**src/rtl/sel_sequencer_if.sv**
```systemverilog
// Control/select bundle between the sequencer and whatever drives it.
// The driver (master) issues commands; the sequencer (slave) returns the select index and status pulses.
interface sel_sequencer_if #(
    parameter int DWELL_W = 8
);
    logic               start;
    logic               stop;
    logic [1:0]         mode;
    logic [2:0]         load_val;
    logic [DWELL_W-1:0] dwell;
    logic [2:0]         sel;
    logic               sel_valid;
    logic               step;
    logic               done;

    modport master (
        output start, stop, mode, load_val, dwell,
        input  sel, sel_valid, step, done
    );

    modport slave (
        input  start, stop, mode, load_val, dwell,
        output sel, sel_valid, step, done
    );
endinterface

```
**src/rtl/sel_sequencer.sv**
```systemverilog
// Select-index sequencer for a 3-to-8 decoder: up/down scan, single 0..7 sweep or direct load,
// with each index held for a programmable dwell.
module sel_sequencer #(
    parameter int DWELL_W = 8
) (
    input  logic           clk,
    input  logic           rst,
    sel_sequencer_if.slave bus
);

    typedef enum logic {IDLE, RUN} state_t;

    localparam logic [1:0] MODE_UP    = 2'b00;
    localparam logic [1:0] MODE_DOWN  = 2'b01;
    localparam logic [1:0] MODE_SWEEP = 2'b10;
    localparam logic [1:0] MODE_LOAD  = 2'b11;

    state_t             state_q;
    logic [2:0]         sel_q;
    logic [1:0]         mode_q;
    logic [DWELL_W-1:0] dwell_q;
    logic [DWELL_W-1:0] cnt_q;
    logic               step_q;
    logic               done_q;
    logic [DWELL_W-1:0] dwell_eff_d;

    // A programmed dwell of zero still holds each index for one cycle.
    assign dwell_eff_d = (bus.dwell == '0) ? DWELL_W'(1) : bus.dwell;

    always_ff @(posedge clk) begin
        if (rst) begin
            state_q <= IDLE;
            sel_q   <= 3'd0;
            mode_q  <= MODE_UP;
            dwell_q <= DWELL_W'(1);
            cnt_q   <= '0;
            step_q  <= 1'b0;
            done_q  <= 1'b0;
        end else begin
            step_q <= 1'b0;
            done_q <= 1'b0;
            case (state_q)
                IDLE: begin
                    if (bus.start) begin
                        if (bus.mode == MODE_LOAD) begin
                            sel_q <= bus.load_val;
                        end else begin
                            mode_q  <= bus.mode;
                            dwell_q <= dwell_eff_d;
                            cnt_q   <= dwell_eff_d - DWELL_W'(1);
                            if (bus.mode == MODE_SWEEP) begin
                                sel_q <= 3'd0;
                            end
                            state_q <= RUN;
                        end
                    end
                end
                RUN: begin
                    // Abort takes priority over any advance or completion due this cycle.
                    if (bus.stop) begin
                        state_q <= IDLE;
                    end else if (cnt_q != '0) begin
                        cnt_q <= cnt_q - DWELL_W'(1);
                    end else if (mode_q == MODE_SWEEP && sel_q == 3'd7) begin
                        done_q  <= 1'b1;
                        state_q <= IDLE;
                    end else begin
                        sel_q  <= (mode_q == MODE_DOWN) ? sel_q - 3'd1 : sel_q + 3'd1;
                        cnt_q  <= dwell_q - DWELL_W'(1);
                        step_q <= 1'b1;
                    end
                end
                default: state_q <= IDLE;
            endcase
        end
    end

    assign bus.sel       = sel_q;
    assign bus.sel_valid = (state_q == RUN);
    assign bus.step      = step_q;
    assign bus.done      = done_q;

endmodule

```
**src/flat_wrapper.sv**
```systemverilog
// flat-port wrapper written by rule: the top's interface ports become plain ports
module sel_sequencer_flat 
#(
    parameter int DWELL_W = 8
)
  (clk, rst, bus_start, bus_stop, bus_mode, bus_load_val, bus_dwell, bus_sel, bus_sel_valid, bus_step, bus_done);
  sel_sequencer_if #(.DWELL_W(DWELL_W)) bus_i ();
  input  logic clk;
  input  logic rst;
  input wire logic [$bits(bus_i.start)-1:0] bus_start;
  input wire logic [$bits(bus_i.stop)-1:0] bus_stop;
  input wire logic [$bits(bus_i.mode)-1:0] bus_mode;
  input wire logic [$bits(bus_i.load_val)-1:0] bus_load_val;
  input wire logic [$bits(bus_i.dwell)-1:0] bus_dwell;
  output wire logic [$bits(bus_i.sel)-1:0] bus_sel;
  output wire logic [$bits(bus_i.sel_valid)-1:0] bus_sel_valid;
  output wire logic [$bits(bus_i.step)-1:0] bus_step;
  output wire logic [$bits(bus_i.done)-1:0] bus_done;
  assign bus_i.start = bus_start;
  assign bus_i.stop = bus_stop;
  assign bus_i.mode = bus_mode;
  assign bus_i.load_val = bus_load_val;
  assign bus_i.dwell = bus_dwell;
  assign bus_sel = bus_i.sel;
  assign bus_sel_valid = bus_i.sel_valid;
  assign bus_step = bus_i.step;
  assign bus_done = bus_i.done;
  sel_sequencer #(.DWELL_W(DWELL_W)) u_core (.clk(clk), .rst(rst), .bus(bus_i));
endmodule
```
**config.mk**
```make
export PLATFORM = sky130hd
export DESIGN_NAME = sel_sequencer_flat
export DESIGN_NICKNAME = d
export VERILOG_FILES = /design/src/rtl/sel_sequencer_if.sv /design/src/rtl/sel_sequencer.sv /design/src/flat_wrapper.sv
export SDC_FILE = /design/constraint.sdc
export NUM_CORES = 1
export LEC_CHECK = 0
export BUFFER_PORTS_ARGS = -buffer_cell sky130_fd_sc_hd__buf_2
export CAP_MARGIN = 0
export CORE_MARGIN = 4
export CORE_UTILIZATION = 55
export CTS_CLUSTER_DIAMETER = 80
export DETAILED_ROUTE_END_ITERATION = 8
export HOLD_SLACK_MARGIN = 0.03
export PLACE_DENSITY = 0.78
export SYNTH_ARGS = -nofsm -noshare
export SYNTH_HDL_FRONTEND = slang
export SYNTH_SLANG_ARGS = --single-unit
```
**constraint.sdc**
```tcl
create_clock -name clk -period 6.4 [get_ports clk]
set_clock_uncertainty 0.05 [all_clocks]
set_input_delay 0.64 -clock clk [delete_from_list [all_inputs] [get_ports clk]]
set_output_delay 0.64 -clock clk [all_outputs]
set_load 0.05 [all_outputs]
```
==> run_results.csv <==
group,metric,value,unit
run_status,status,"finished clean",
logic_synthesis,synth_mux_area_share,3.06,%
min_path,worstHoldStart,"u_core.dwell_q[1]$_SDFFE_PP0P_",
power,power_frac_seq,50.5,%
logic_synthesis,netlist_area,1350,sq um
cts,cts-root-buf,"clkbuf_4",
final_layout,final-seq-area,480,sq um
logic_synthesis,avgSynthCellArea,8.24,sq um
place,gp_congestion,0.925,
power,vdd_drop_max,0.179,mV
min_path,hold_end,"u_core.dwell_q[1]$_SDFFE_PP0P_",
cts,cts_sinks,24,
final_layout,drive_above_1_share,21.1,%
logic_synthesis,synth_flop_cell,"dfxtp_1",
sta,finalSetupViolCount,0,
power,swShare,34.0,%
power,p_leak,0.567,nW
place,dpl_cell_area,1470,sq um
critical_path,worstSetupEndpointType,"register",
floorplan,coreArea,2280,sq um
cts,cts_made_buffers,3,
sta,rsz0062_at_grt,"no",
power,p_sw,119,uW
logic_synthesis,synth_seq_cells,24,
final_layout,design_area,1510,sq um
logic_synthesis,synth_simple_gate_area_share,27.7,%
floorplan,dieArea,3310,sq um
logic_synthesis,post-synth-top-area-cell,"dfxtp_1",
logic_synthesis,synth_fa_ha_area_share,2.41,%
global_routing,first_global_vias,1228,
routing,drt-wirelength-per-cell,15.1,microns
global_routing,antenna_found_initial,0,
global_routing,grt_remaining_overflow,0,
power,p_int,231,uW
min_path,min_path_type,"register to register",
place,dp_hpwl,2450,microns
place,port_buffers,22,
critical_path,critical-path-slowest-cell,"dfxtp_1",
cts,cts_hold_buf,0,
final_layout,fill_cells,205,
critical_path,cp.required,6.61,ns
logic_synthesis,synthCells,164,
routing,dr_total_vias,1275,
routing,drt_iter0_drc,43,
critical_path,reg2reg_from,"u_core.bus.sel_valid$_SDFF_PP0_",
floorplan,fp.dieH,57.6,microns
sta,tightest_slew,0.787,ns
routing,ant_nets,0,
place,place_ws,3.45,ns
critical_path,r2r_slack,3.57,ns
final_layout,utilization,66.1,%
logic_synthesis,synth_top_family_by_area,"simple AND/OR/NAND/NOR gates",
logic_synthesis,synth-edff-count,0,
cts,post_cts_buffers,0,
global_routing,grt_first_pass_wirelength,5480,microns
logic_synthesis,syn-num-nets,183,
logic_synthesis,synth-xor-area-share,4.54,%
critical_path,startpoint_type,"register",
critical_path,crit_path_max_incr_delay,0.86,ns
floorplan,std_cell_rows,17,
sta,period_minus_slack,2.83,ns
logic_synthesis,ys_types,42,
sta,hold_viol,0,
critical_path,r2r.worst_path.cells,9,
global_routing,track_usage,20.6,%
critical_path,r2r_end,"u_core.cnt_q[4]$_SDFFE_PP0P_",
job,cap_violations,0,
final_layout,syn2layout_area_growth,11.4,%
global_routing,grt_start_max_net_pins,25,
routing,finalWirelength,3220,microns
routing,avgViaCountPerCell,5.99,
critical_path,critical_path.max_fanout,20,
cts,cts_resized,0,
critical_path,crit_chain,"nand3_2 -> o21ai_1 -> inv_1 -> ha_1 -> o21ai_1 -> nand2_1 -> a21oi_1 -> a211oi_1 -> a211oi_1",
sta,relSlewSlack,47.5,%
sta,setup_slack,3.57,ns
final_layout,multi_input_area,810,sq um
sta,fin_tns_setup,0,ns
logic_synthesis,yosys-top-cells-area,"dfxtp_1, nor2_1, a21oi_1",
power,combPwrFrac,25.2,%
sta,timing.final.crit_share,44.2,%
floorplan,fp.dieW,57.6,microns
logic_synthesis,ys_seq_area_share,35.6,%
critical_path,critPathKind,"register to register",
power,power.density,232,nW/um^2
routing,drt_first_pass_iters,4,
cts,ctsHtreeMaxLevel,1,
power,clkPwrFrac,24.3,%
final_layout,layout.nets,205,
sta,max_freq,354,MHz
logic_synthesis,synth_compound_area_share,22.2,%
cts,clk_latency,0.33,ns
final_layout,antenna_cells,0,
sta,slew_viol_final,0,
cts,cts_tree,"yes",
logic_synthesis,yosys_warnings,0,
routing,drc,0,
floorplan,ios,23,
cts,clockBufferDepth,2,
floorplan,initial_utilization,59.4,%
cts,clk_pin_slew,0.15,ns
logic_synthesis,yosysTopAreaCellShare,35.6,%
min_path,min_delay_path_depth,2,
logic_synthesis,synthArstFlopShare,0,%
critical_path,arrival,3.03,ns
[synthesized netlist by cell type (all sizes together), types with 2 or more instances]
cell type,n
dfxtp,24
nand3,2
nand2,21
nor3,8
inv,9
mux2i,3
a21oi,16
o21ai,6
a211oi,11
nor4b,2
clkbuf,3
nor4,6
a2bb2oi,2
a31oi,3
buf,2
nor2,23
or4,3
xnor2,6
[how the worst max path moves through the flow]
stage / end / startpoint / cells after the start / slack, ns
2_1_floorplan: u_core.cnt_q[4]$_SDFFE_PP0P_ / bus_dwell[5] / 10 / 3.77
3_3_place_gp: u_core.cnt_q[4]$_SDFFE_PP0P_ / bus_dwell[5] / 11 / 3.56
3_5_place_dp: u_core.cnt_q[4]$_SDFFE_PP0P_ / bus_dwell[5] / 11 / 3.45
4_1_cts: u_core.cnt_q[4]$_SDFFE_PP0P_ / u_core.bus.sel_valid$_SDFF_PP0_ / 9 / 3.63
5_1_grt: u_core.cnt_q[4]$_SDFFE_PP0P_ / u_core.bus.sel_valid$_SDFF_PP0_ / 9 / 3.32
6_report: u_core.cnt_q[4]$_SDFFE_PP0P_ / u_core.bus.sel_valid$_SDFF_PP0_ / 9 / 3.57
[power by group through the flow]
stage | clock network [mW] | logic (mW) | registers [mW]
after CTS | 0.0842 | 0.0878 | 0.176
after global routing | 0.0917 | 0.0974 | 0.179
after detailed placement | 0 | 0.0873 | 0.180
after global placement | 0 | 0.0854 | 0.179
after floorplan | 0 | 0.0640 | 0.180
final | 0.0848 | 0.0880 | 0.177
[cells by family (layout without fill, tap and decap cells)]
kind of cell	count (synthesis)	count (layout)
buffers and inverters	14	35
XOR/XNOR	7	7
AND/OR/NAND/NOR	70	70
adder cells (fa/ha/maj)	2	2
multiplexers	4	4
AO/OA/AOI/OAI	43	43
flip-flops	24	24
[layer usage]
layer  part of all wire [%]  global-route usage, %
met5                      0                      0
met2                     46                   31.8
met4                    1.4                   9.93
met3                    5.9                   4.07
met1                     47                   27.3
[through the flow]
step	hold WS [ns]	total power, mW	instances
floorplan	0.386	0.244	164
global placement	0.397	0.265	209
detailed placement	0.400	0.267	209
CTS	0.419	0.348	213
global route	0.439	0.368	213
finish	0.415	0.349	213
[final cells by class]
class	count	area share (%)
Tap cell	28	2.33
Multi-Input combinational cell	126	53.8
Inverter	9	2.24
Sequential cell	24	31.9
Clock buffer	4	2.41
Timing Repair Buffer	22	7.32
[critical path: cells and delay by family (launching register included)]
kind            cells  cell delay [ns]
compound gates      5             1.04
fa+ha+maj           1             0.25
simple gates        2             0.46
buf+inv             1             0.09
flops               1             0.86
[cell usage in the layout, fill, tap and decap left out, drive strengths merged, types with 2 or more instances in the layout]
cell and instances:
mux2i 3, a211oi 11, nor4b 2, nand2 21, or4 3, a2bb2oi 2
nor4 6, nor3 8, clkbuf 4, o21ai 6, xnor2 6, nor2 23
inv 9, nand3 2, a31oi 3, dfxtp 24, a21oi 16, buf 22
[flip-flops by register name, indices dropped and copies added, names as in the netlist]
register and count:
u_core.mode_q 2, u_core.cnt_q 8, u_core.bus.sel_valid 1, u_core.dwell_q 8, u_core.bus.done 1, u_core.bus.step 1
u_core.bus.sel 3
(Power assumes the default switching activity.)
